File: src/rtl/sfx_request_queue_if.sv
// Event/request bundle between the Pong sound logic, the request queue and the tone sequencer.
// The game side drives ev_valid; the queue drives everything else.
interface sfx_request_queue_if;
   logic [3:0] ev_valid;
   logic       play;
   logic [1:0] ev_code;
   logic       busy;
   logic [2:0] pending;
   logic       drop;

   modport master (
      output ev_valid,
      input  play, ev_code, busy, pending, drop
   );

   modport slave (
      input  ev_valid,
      output play, ev_code, busy, pending, drop
   );
endinterface

File: src/rtl/sfx_request_queue.sv
// Buffers Pong sound events in a 4-deep FIFO and replays them one at a time as a
// timed play level followed by a silent gap; game_over flushes the queue and preempts.
module sfx_request_queue #(
   parameter int CLK_FREQ    = 100_000_000,
   parameter int HOLD_CYCLES = 200_000_000,
   parameter int GAP_CYCLES  = 10_000_000
) (
   input logic               clk_100MHz,
   input logic               reset,
   sfx_request_queue_if.slave bus
);

   // The 28-bit window counter cannot represent longer windows.
   if (CLK_FREQ < 1 || HOLD_CYCLES < 1 || GAP_CYCLES < 1 ||
       HOLD_CYCLES >= 2**28 || GAP_CYCLES >= 2**28) begin : gBadParam
      $error("sfx_request_queue: illegal parameter value");
   end

   localparam logic [27:0] HoldLast = 28'(HOLD_CYCLES - 1);
   localparam logic [27:0] GapLast  = 28'(GAP_CYCLES - 1);

   typedef enum logic [1:0] {
      IDLE = 2'd0,
      PLAY = 2'd1,
      GAP  = 2'd2
   } state_t;

   state_t      state_q, state_d;
   logic [27:0] cnt_q, cnt_d;
   logic [1:0]  rdPtr_q, rdPtr_d;
   logic [1:0]  wrPtr_q, wrPtr_d;
   logic [2:0]  count_q, count_d;
   logic [1:0]  mem_q [4];
   logic [1:0]  mem_d [4];
   logic        play_q, play_d;
   logic [1:0]  evCode_q, evCode_d;
   logic        drop_q, drop_d;

   logic        pushReq;
   logic [1:0]  pushCode;
   logic        lowerDrop;
   logic        gameOver;
   logic        popReq;
   logic        pushOk;

   // Only the highest-priority event of a cycle is kept; any extra set bit counts as a discard.
   always_comb begin
      pushReq   = |bus.ev_valid;
      pushCode  = 2'd0;
      lowerDrop = |(bus.ev_valid & (bus.ev_valid - 4'd1));
      gameOver  = bus.ev_valid[3];
      casez (bus.ev_valid)
         4'b1???: pushCode = 2'd3;
         4'b01??: pushCode = 2'd2;
         4'b001?: pushCode = 2'd1;
         default: pushCode = 2'd0;
      endcase
   end

   // A game_over in the same cycle suppresses the IDLE pop so the flush result stays coherent.
   assign popReq = (state_q == IDLE) && (count_q != 3'd0) && !gameOver;
   assign pushOk = pushReq && !gameOver && ((count_q != 3'd4) || popReq);

   // Next-state for the playback FSM and its window counter.
   always_comb begin
      state_d  = state_q;
      cnt_d    = cnt_q;
      play_d   = play_q;
      evCode_d = evCode_q;
      case (state_q)
         IDLE: begin
            if (popReq) begin
               evCode_d = mem_q[rdPtr_q];
               play_d   = 1'b1;
               cnt_d    = 28'd0;
               state_d  = PLAY;
            end
         end
         PLAY: begin
            if ((gameOver && evCode_q != 2'd3) || cnt_q == HoldLast) begin
               play_d  = 1'b0;
               cnt_d   = 28'd0;
               state_d = GAP;
            end else begin
               cnt_d = cnt_q + 28'd1;
            end
         end
         GAP: begin
            if (cnt_q == GapLast) begin
               cnt_d   = 28'd0;
               state_d = IDLE;
            end else begin
               cnt_d = cnt_q + 28'd1;
            end
         end
         default: begin
            play_d  = 1'b0;
            cnt_d   = 28'd0;
            state_d = IDLE;
         end
      endcase
   end

   // FIFO bookkeeping: flush on game_over, otherwise ordinary push/pop with full-discard.
   always_comb begin
      rdPtr_d = rdPtr_q;
      wrPtr_d = wrPtr_q;
      count_d = count_q;
      mem_d   = mem_q;
      drop_d  = 1'b0;
      if (gameOver) begin
         rdPtr_d = wrPtr_q;
         if (state_q == PLAY && evCode_q == 2'd3) begin
            count_d = 3'd0;
            drop_d  = 1'b1;
         end else begin
            mem_d[wrPtr_q] = 2'd3;
            wrPtr_d        = wrPtr_q + 2'd1;
            count_d        = 3'd1;
            drop_d         = lowerDrop;
         end
      end else begin
         drop_d = lowerDrop || (pushReq && !pushOk);
         if (popReq) begin
            rdPtr_d = rdPtr_q + 2'd1;
         end
         if (pushOk) begin
            mem_d[wrPtr_q] = pushCode;
            wrPtr_d        = wrPtr_q + 2'd1;
         end
         count_d = count_q + 3'(pushOk) - 3'(popReq);
      end
   end

   always_ff @(posedge clk_100MHz or posedge reset) begin
      if (reset) begin
         state_q  <= IDLE;
         cnt_q    <= 28'd0;
         rdPtr_q  <= 2'd0;
         wrPtr_q  <= 2'd0;
         count_q  <= 3'd0;
         mem_q    <= '{default: 2'd0};
         play_q   <= 1'b0;
         evCode_q <= 2'd0;
         drop_q   <= 1'b0;
      end else begin
         state_q  <= state_d;
         cnt_q    <= cnt_d;
         rdPtr_q  <= rdPtr_d;
         wrPtr_q  <= wrPtr_d;
         count_q  <= count_d;
         mem_q    <= mem_d;
         play_q   <= play_d;
         evCode_q <= evCode_d;
         drop_q   <= drop_d;
      end
   end

   assign bus.play    = play_q;
   assign bus.ev_code = evCode_q;
   assign bus.busy    = (state_q != IDLE);
   assign bus.pending = count_q;
   assign bus.drop    = drop_q;

endmodule

File: src/flat_wrapper.sv
// flat-port wrapper written by rule: the top's interface ports become plain ports
module sfx_request_queue_flat 
#(
   parameter int CLK_FREQ    = 100_000_000,
   parameter int HOLD_CYCLES = 200_000_000,
   parameter int GAP_CYCLES  = 10_000_000
)
  (clk_100MHz, reset, bus_ev_valid, bus_play, bus_ev_code, bus_busy, bus_pending, bus_drop);
  sfx_request_queue_if bus_i ();
  input logic clk_100MHz;
  input logic reset;
  input wire logic [$bits(bus_i.ev_valid)-1:0] bus_ev_valid;
  output wire logic [$bits(bus_i.play)-1:0] bus_play;
  output wire logic [$bits(bus_i.ev_code)-1:0] bus_ev_code;
  output wire logic [$bits(bus_i.busy)-1:0] bus_busy;
  output wire logic [$bits(bus_i.pending)-1:0] bus_pending;
  output wire logic [$bits(bus_i.drop)-1:0] bus_drop;
  assign bus_i.ev_valid = bus_ev_valid;
  assign bus_play = bus_i.play;
  assign bus_ev_code = bus_i.ev_code;
  assign bus_busy = bus_i.busy;
  assign bus_pending = bus_i.pending;
  assign bus_drop = bus_i.drop;
  sfx_request_queue #(.CLK_FREQ(CLK_FREQ), .HOLD_CYCLES(HOLD_CYCLES), .GAP_CYCLES(GAP_CYCLES)) u_core (.clk_100MHz(clk_100MHz), .reset(reset), .bus(bus_i));
endmodule
File: config.mk
export PLATFORM = sky130hd
export DESIGN_NAME = sfx_request_queue_flat
export DESIGN_NICKNAME = d
export VERILOG_FILES = /design/src/rtl/sfx_request_queue_if.sv /design/src/rtl/sfx_request_queue.sv /design/src/flat_wrapper.sv
export SDC_FILE = /design/constraint.sdc
export NUM_CORES = 1
export LEC_CHECK = 0
export BUFFER_PORTS_ARGS = -buffer_cell sky130_fd_sc_hd__buf_2
export CORE_MARGIN = 5
export CORE_UTILIZATION = 40
export CTS_CLUSTER_DIAMETER = 200
export DETAILED_ROUTE_END_ITERATION = 10
export GPL_TIMING_DRIVEN = 0
export PLACE_DENSITY_LB_ADDON = 0.25
export SLEW_MARGIN = 10
export SYNTH_ARGS = -nofsm -noshare
export SYNTH_HDL_FRONTEND = slang
export SYNTH_SLANG_ARGS = --single-unit
File: constraint.sdc
create_clock -name clk_100MHz -period 3 [get_ports clk_100MHz]
set_input_delay 0.45 -clock clk_100MHz [delete_from_list [all_inputs] [get_ports clk_100MHz]]
set_output_delay 0.45 -clock clk_100MHz [all_outputs]
set_load 0.1 [all_outputs]
[Word level (Yosys, flattened, before mapping)]
Index checks and enable logic that the tools add are counted.
Storage, ports and cells
  flip-flop bits (word level): 49
  word-level logic and storage cells: 93
  bits of input ports: 6
  output and inout bits: 8
Operators by class
  multiplexer cells: 30
  reduce and logical (&&, ||, !) cells: 24
  bitwise operators: 5
  equal/unequal tests: 13
  $lt $le $gt $ge: 3
  $add $sub $neg: 6
Operator list (count)
  $mux 28: 3
  $pmux 28 s3: 1
  $add 28x1->28 const B: 1
  $eq 28x24->1 const B: 1
  $eq 28x28->1 const B: 1
  $mux 8: 3
  $mux 2: 11
  $pmux 2 s3: 2
  $bwmux 8: 1
  $logic_and 1x1->1: 8
  $or 8x8->8: 1
  $reduce_or 4->1: 2
  $ge 3x3->1 const B: 2
  $ne 2x1->1 const B: 3
  $not 2->3: 2
  $reduce_and 3->1: 2
  $reduce_bool 2->1: 3
  $mux 1: 5
  $add 2x1->2 const B: 2
  $and 4x4->4: 1
  $bmux 2 s2: 1
  $demux 2 s2: 1
  $eq 2x1->1 const B: 2
  $eq 2x2->1 const B: 2
  other kinds (15): 20

[Depth between registers and ports, before layout]
  word-level depth: 9
  mapped depth: 12

[Worst setup path before layout]
Ideal clock, no wire load.
  path type: reg2reg
  start: register u_core.count_q[1] (netlist: u_core.bus.pending[1])
  end: register u_core.count_q[2] (netlist: u_core.bus.pending[2])
  clock period less this slack: 2.688 ns
  cell stages (with the launch flop): 11
  slack: 0.312 ns
  library setup time: 0.131 ns
  arrival time: 2.558 ns
  cell sequence: dfrtp_1 nor3_1 nand2b_1 nor2_1 ha_1 inv_1 ha_1 inv_1 fa_1 xnor2_1 nor2_1
On the way
  cells in the longest elaborated chain, start to end: 8
  elaborated cells on any way between the ends: 9
  classes of those cells: 2 x add/sub; 1 x eq/ne; 1 x mux; 5 x reduce/logical
RTL lines
  start, declared: line sfx_request_queue.sv:32  | logic [2:0] count_q, count_d;
  start signal, assigned: line sfx_request_queue.sv:151  | count_q <= count_d;
  $reduce_bool 3->1: line sfx_request_queue.sv:61  | assign popReq = (state_q == IDLE) && (count_q != 3'd0) && !gameOver;
  $logic_and 1x1->1 (2 in series): line sfx_request_queue.sv:61
  $logic_or 1x1->1: line sfx_request_queue.sv:62  | assign pushOk = pushReq && !gameOver && ((count_q != 3'd4) || popReq);
  $logic_and 1x1->1: line sfx_request_queue.sv:62
  $add 3x1->3: line sfx_request_queue.sv:131  | count_d = count_q + 3'(pushOk) - 3'(popReq);
  $sub 3x1->3 (*): line sfx_request_queue.sv:131
  $mux 3 (*): line sfx_request_queue.sv:111  | if (gameOver) begin
  net u_core.count_d[2]: line sfx_request_queue.sv:32
Mark *: on every way through the listed nets, which the timed path passes. The rest lies on a longest branch.
A chain may end at the register's enable or synchronous reset.

[Final worst setup path]
  start: register u_core.state_q[0]
  end: register u_core.cnt_q[8]
On the way
  cells in the longest elaborated chain, start to end: 4
  elaborated cells on any way between the ends: 7
  classes of those cells: 3 x eq/ne; 1 x mux; 3 x reduce/logical
RTL lines
  start, declared: line sfx_request_queue.sv:28  | state_t state_q, state_d;
  start signal, assigned: line sfx_request_queue.sv:147  | state_q <= state_d;
  $logic_not 2->1: line sfx_request_queue.sv:61, sfx_request_queue.sv:70
  $logic_and 1x1->1 (2 in series): line sfx_request_queue.sv:61
  $ne 2x1->1 (no line)
  end signal, assigned: line sfx_request_queue.sv:148  | cnt_q <= cnt_d;
  end, declared: line sfx_request_queue.sv:29  | logic [27:0] cnt_q, cnt_d;
Several ways; a longest one is shown, not always the timed one.

==> results.md <==
- Die extent in x: 95.0 um
- Maximum number of pins on one net before global-route repair: 38
- Final setup vio count: 0
- Initial antenna violation count: 0
- Seq cells post-synth: 49
- Via count of the first global-routing pass: 2349
- Number of cells produced by synthesis: 304
- Final Wtd Congestion: 0.822
- Initial standard-cell utilization of the core: 40.4%
- HP Class: in2async
- Relative slew slack: 50.1%
- Average footprint of a synthesized cell: 9.50 um2
- I/O Pins: 14
- WP data required: 3250 ps
- Outcome: complete, no violations
- Final nets: 341
- Post-layout util: 44.6%
- Via count of the routed design: 2314
- Compound-Gate Fraction of Synth Area: 12.4%
- Commonest cells in the netlist: sky130_fd_sc_hd__dfrtp_1 (49), sky130_fd_sc_hd__nand2_1 (33), sky130_fd_sc_hd__inv_1 (21), sky130_fd_sc_hd__a21oi_1 (17), sky130_fd_sc_hd__xnor2_1 (15)
- HPWL after detailed placement: 4720 um
- Least-Margin Pin Slew: 740 ps
- Ordered cell list for the critical path: inv_1 -> ha_1 -> clkbuf_1 -> or4b_2 -> nand2_1 -> clkbuf_1 -> nand2_1 -> nand3_1
- Maxcap violations: 0
- Areal power density over the cells: 797 mW/mm2
- Clock transition at the registers of the reported paths: 100 ps
- CTS root buf: sky130_fd_sc_hd__clkbuf_8
- Area leader, netlist: sky130_fd_sc_hd__dfrtp_1
- Leakage: 0.00124 uW
- Final-layout setup total negative slack: 0 ps
- Startpoint of the lowest-slack register-to-register path: u_core.state_q[0]
- Top cell type's share of synthesized area: 42.5%
- Total Routed Length: 6470 um
- Top flip-flop cell by instance count after synthesis: sky130_fd_sc_hd__dfrtp_1
- Pins over their slew limit: 0
- Post-route antenna net violation count: 0
- Area growth from synthesis to layout: 10.2%
- Cell variety after synth: 55
- Area of the placeable core: 0.00714 mm2
- Category of the worst setup path capture point: register
- Height of the die: 95.0 um
- Combinational share of power: 47.8%
- Detailed-route wire length per cell: 15.3 um
- # rows: 31
- Number of enable-type register cells in the synthesized netlist: 0
- Number of hold violations in the final report: 0
- Worst-path fanout max: 10
- Post-route minimum period: 2690 ps
- CP max stage cell: sky130_fd_sc_hd__or4b_2
- Crit path DAT: 2940 ps
- Number of clock sinks seen by CTS: 49
- All-Layer GR Usage: 15.8%
- Combinational family with the most area after synthesis: simple AND/OR/NAND/NOR gates
- Post-cts repair resize count: 0
- Crit path launch: u_core.state_q[0]
- Insertion delay to the later sink of the worst-skew pair: 320 ps
- Switching portion of total power: 47.6%
- Top area cells in the synthesized netlist: sky130_fd_sc_hd__dfrtp_1 (42%), sky130_fd_sc_hd__xnor2_1 (4.6%), sky130_fd_sc_hd__ha_1 (4.3%)
- Number of buffers added for setup after CTS: 0
- Share of synthesized cell area in and, or, nand and nor gates: 21.9%
- Clock share of power: 16.1%
- Buffers plus inverters on the worst setup path: 3
- Area of the die: 0.00902 mm2
- Cell family with most CP delay: simple AND/OR/NAND/NOR gates
- Cell area after technology mapping: 0.00289 mm2
- Maximum VDD drop: 0.000650 V
- Area share of xor/xnor cells in the synthesized design: 6.07%
- Total congestion overflow after global routing: 0
- Sequential power share: 36.1%
- Maximum clock rate: 372 MHz
- Slowest Stage Delay on Critical Path: 690 ps
- Clock tree from TritonCTS: yes
- Multiplexer share of the synthesized area: 6.55%
- Wire length of the first global-routing pass: 11200 um
- Switching power of the nets: 1210 uW
- Synth async-reset ratio: 100%
- Fraction of layout instances using a drive strength above 1: 15.7%
- Most frequent cell after synthesis: sky130_fd_sc_hd__dfrtp_1
- Fin crit share: 89.6%
- Setup repair after global routing missed its margin: no
- Number of DRC violations after detailed routing: 0
- Worst clock skew: 17.5 ps
- Adder and majority gate portion of the synthesized area: 5.03%
- Share of synthesized area occupied by flip-flops and latches: 42.5%
- Internal power of the cells: 1330 uW
- Maximum buffer depth of the clock tree: 2
- YS warnings: 0
- Pre-antenna DRT Iters: 4
- Count of H-tree levels built during CTS: 2
- Type of the worst setup path: reg2reg
- Initial DRC count: 176
- Number of vias per cell after detailed routing: 5.46
- Ant. Diodes: 0
- Number of buffers added by the clock tree synthesis step: 5
- Quantity of hold-fixing buffers added after cts: 0
- Count of input and output buffers: 12
- Post-Syn Nets: 321
- Type of element launching the critical path: register
==> state kept, by name (all words and copies together) (netlist names) <==
name                count
u_core.cnt_q           28
u_core.bus.drop         1
u_core.state_q          2
u_core.bus.play         1
u_core.mem_q            8
u_core.bus.pending      3
u_core.wrPtr_q          2
u_core.bus.ev_code      2
u_core.rdPtr_q          2
==> final cells by class <==
cell class	instances	area, um2
Fill cell	717	3960
Multi-Input combinational cell	218	1500
Sequential cell	49	1230
Tap cell	99	124
Buffer	16	82.6
Timing Repair Buffer	13	80.1
Inverter	21	78.8
Clock buffer	5	68.8
Clock inverter	3	21.3
==> logic make-up after synthesis <==
group                      Yosys count
AOI/OAI and AO/OA                   55
xor gates and xnor gates            20
adders and majority gates           11
buffers and inverters               37
DFF                                 49
muxes                               15
and+or+nand+nor                    117
==> worst register-to-register path, stage by stage (launching register included) <==
cell,delay (ps)
sky130_fd_sc_hd__dfrtp_1,420
sky130_fd_sc_hd__inv_1,90
sky130_fd_sc_hd__ha_1,140
sky130_fd_sc_hd__clkbuf_1,310
sky130_fd_sc_hd__or4b_2,690
sky130_fd_sc_hd__nand2_1,290
sky130_fd_sc_hd__clkbuf_1,430
sky130_fd_sc_hd__nand2_1,150
sky130_fd_sc_hd__nand3_1,110
==> stage by stage <==
step | instance area (um2) | total power (uW) | worst slack, ps | hold WS (ps) | std cells
finish | 3180 | 2530 | 311 | 64.8 | 424
global placement | 3070 | 2120 | 400 | 485 | 415
detailed placement | 3090 | 2140 | 373 | 419 | 416
floorplan | 2890 | 1870 | 312 | 474 | 304
global route | 3180 | 2720 | 122 | 82.2 | 424
CTS | 3180 | 2550 | 325 | 73.3 | 424
==> layer usage <==
layer  track usage, %  routed length [um]  part of all wire [%]
met2             26.1                3090                    48
met5                0                   0                     0
met3             3.67                 235                   3.6
met4             4.33                  61                  0.94
met1             20.6                3080                    48
==> final timing paths <==
kind                               endpoint  slack [ps]  cells after the start
max                         u_core.cnt_q[8]         310                      8
min                         u_core.bus.drop          60                      2
max reg2reg                 u_core.cnt_q[8]         310                      8
min reg2reg                 u_core.mem_q[4]         510                      1
max in group asynchronous  u_core.cnt_q[11]        2430                      3
min in group clk_100MHz     u_core.bus.drop         390                      2
==> power by group through the flow <==
stage | combinational (uW) | clock, uW | sequential [uW]
2_1_floorplan | 717 | 0 | 1150
3_3_place_gp | 1200 | 0 | 922
3_5_place_dp | 1220 | 0 | 928
4_1_cts | 1220 | 418 | 916
5_1_grt | 1330 | 447 | 944
6_report | 1210 | 408 | 914
==> cell usage in the layout (no fill, tap or decap), types with 11 or more instances in the layout <==
cell / n
sky130_fd_sc_hd__dfrtp_1: 49
sky130_fd_sc_hd__nand2_1: 33
sky130_fd_sc_hd__inv_1: 20
sky130_fd_sc_hd__a21oi_1: 17
sky130_fd_sc_hd__xnor2_1: 15
sky130_fd_sc_hd__buf_2: 13
sky130_fd_sc_hd__nor3_1: 12
sky130_fd_sc_hd__nor2_1: 12
sky130_fd_sc_hd__o21ai_0: 12
sky130_fd_sc_hd__mux2_2: 11
Note: power is estimated with default switching activity, not from simulation.
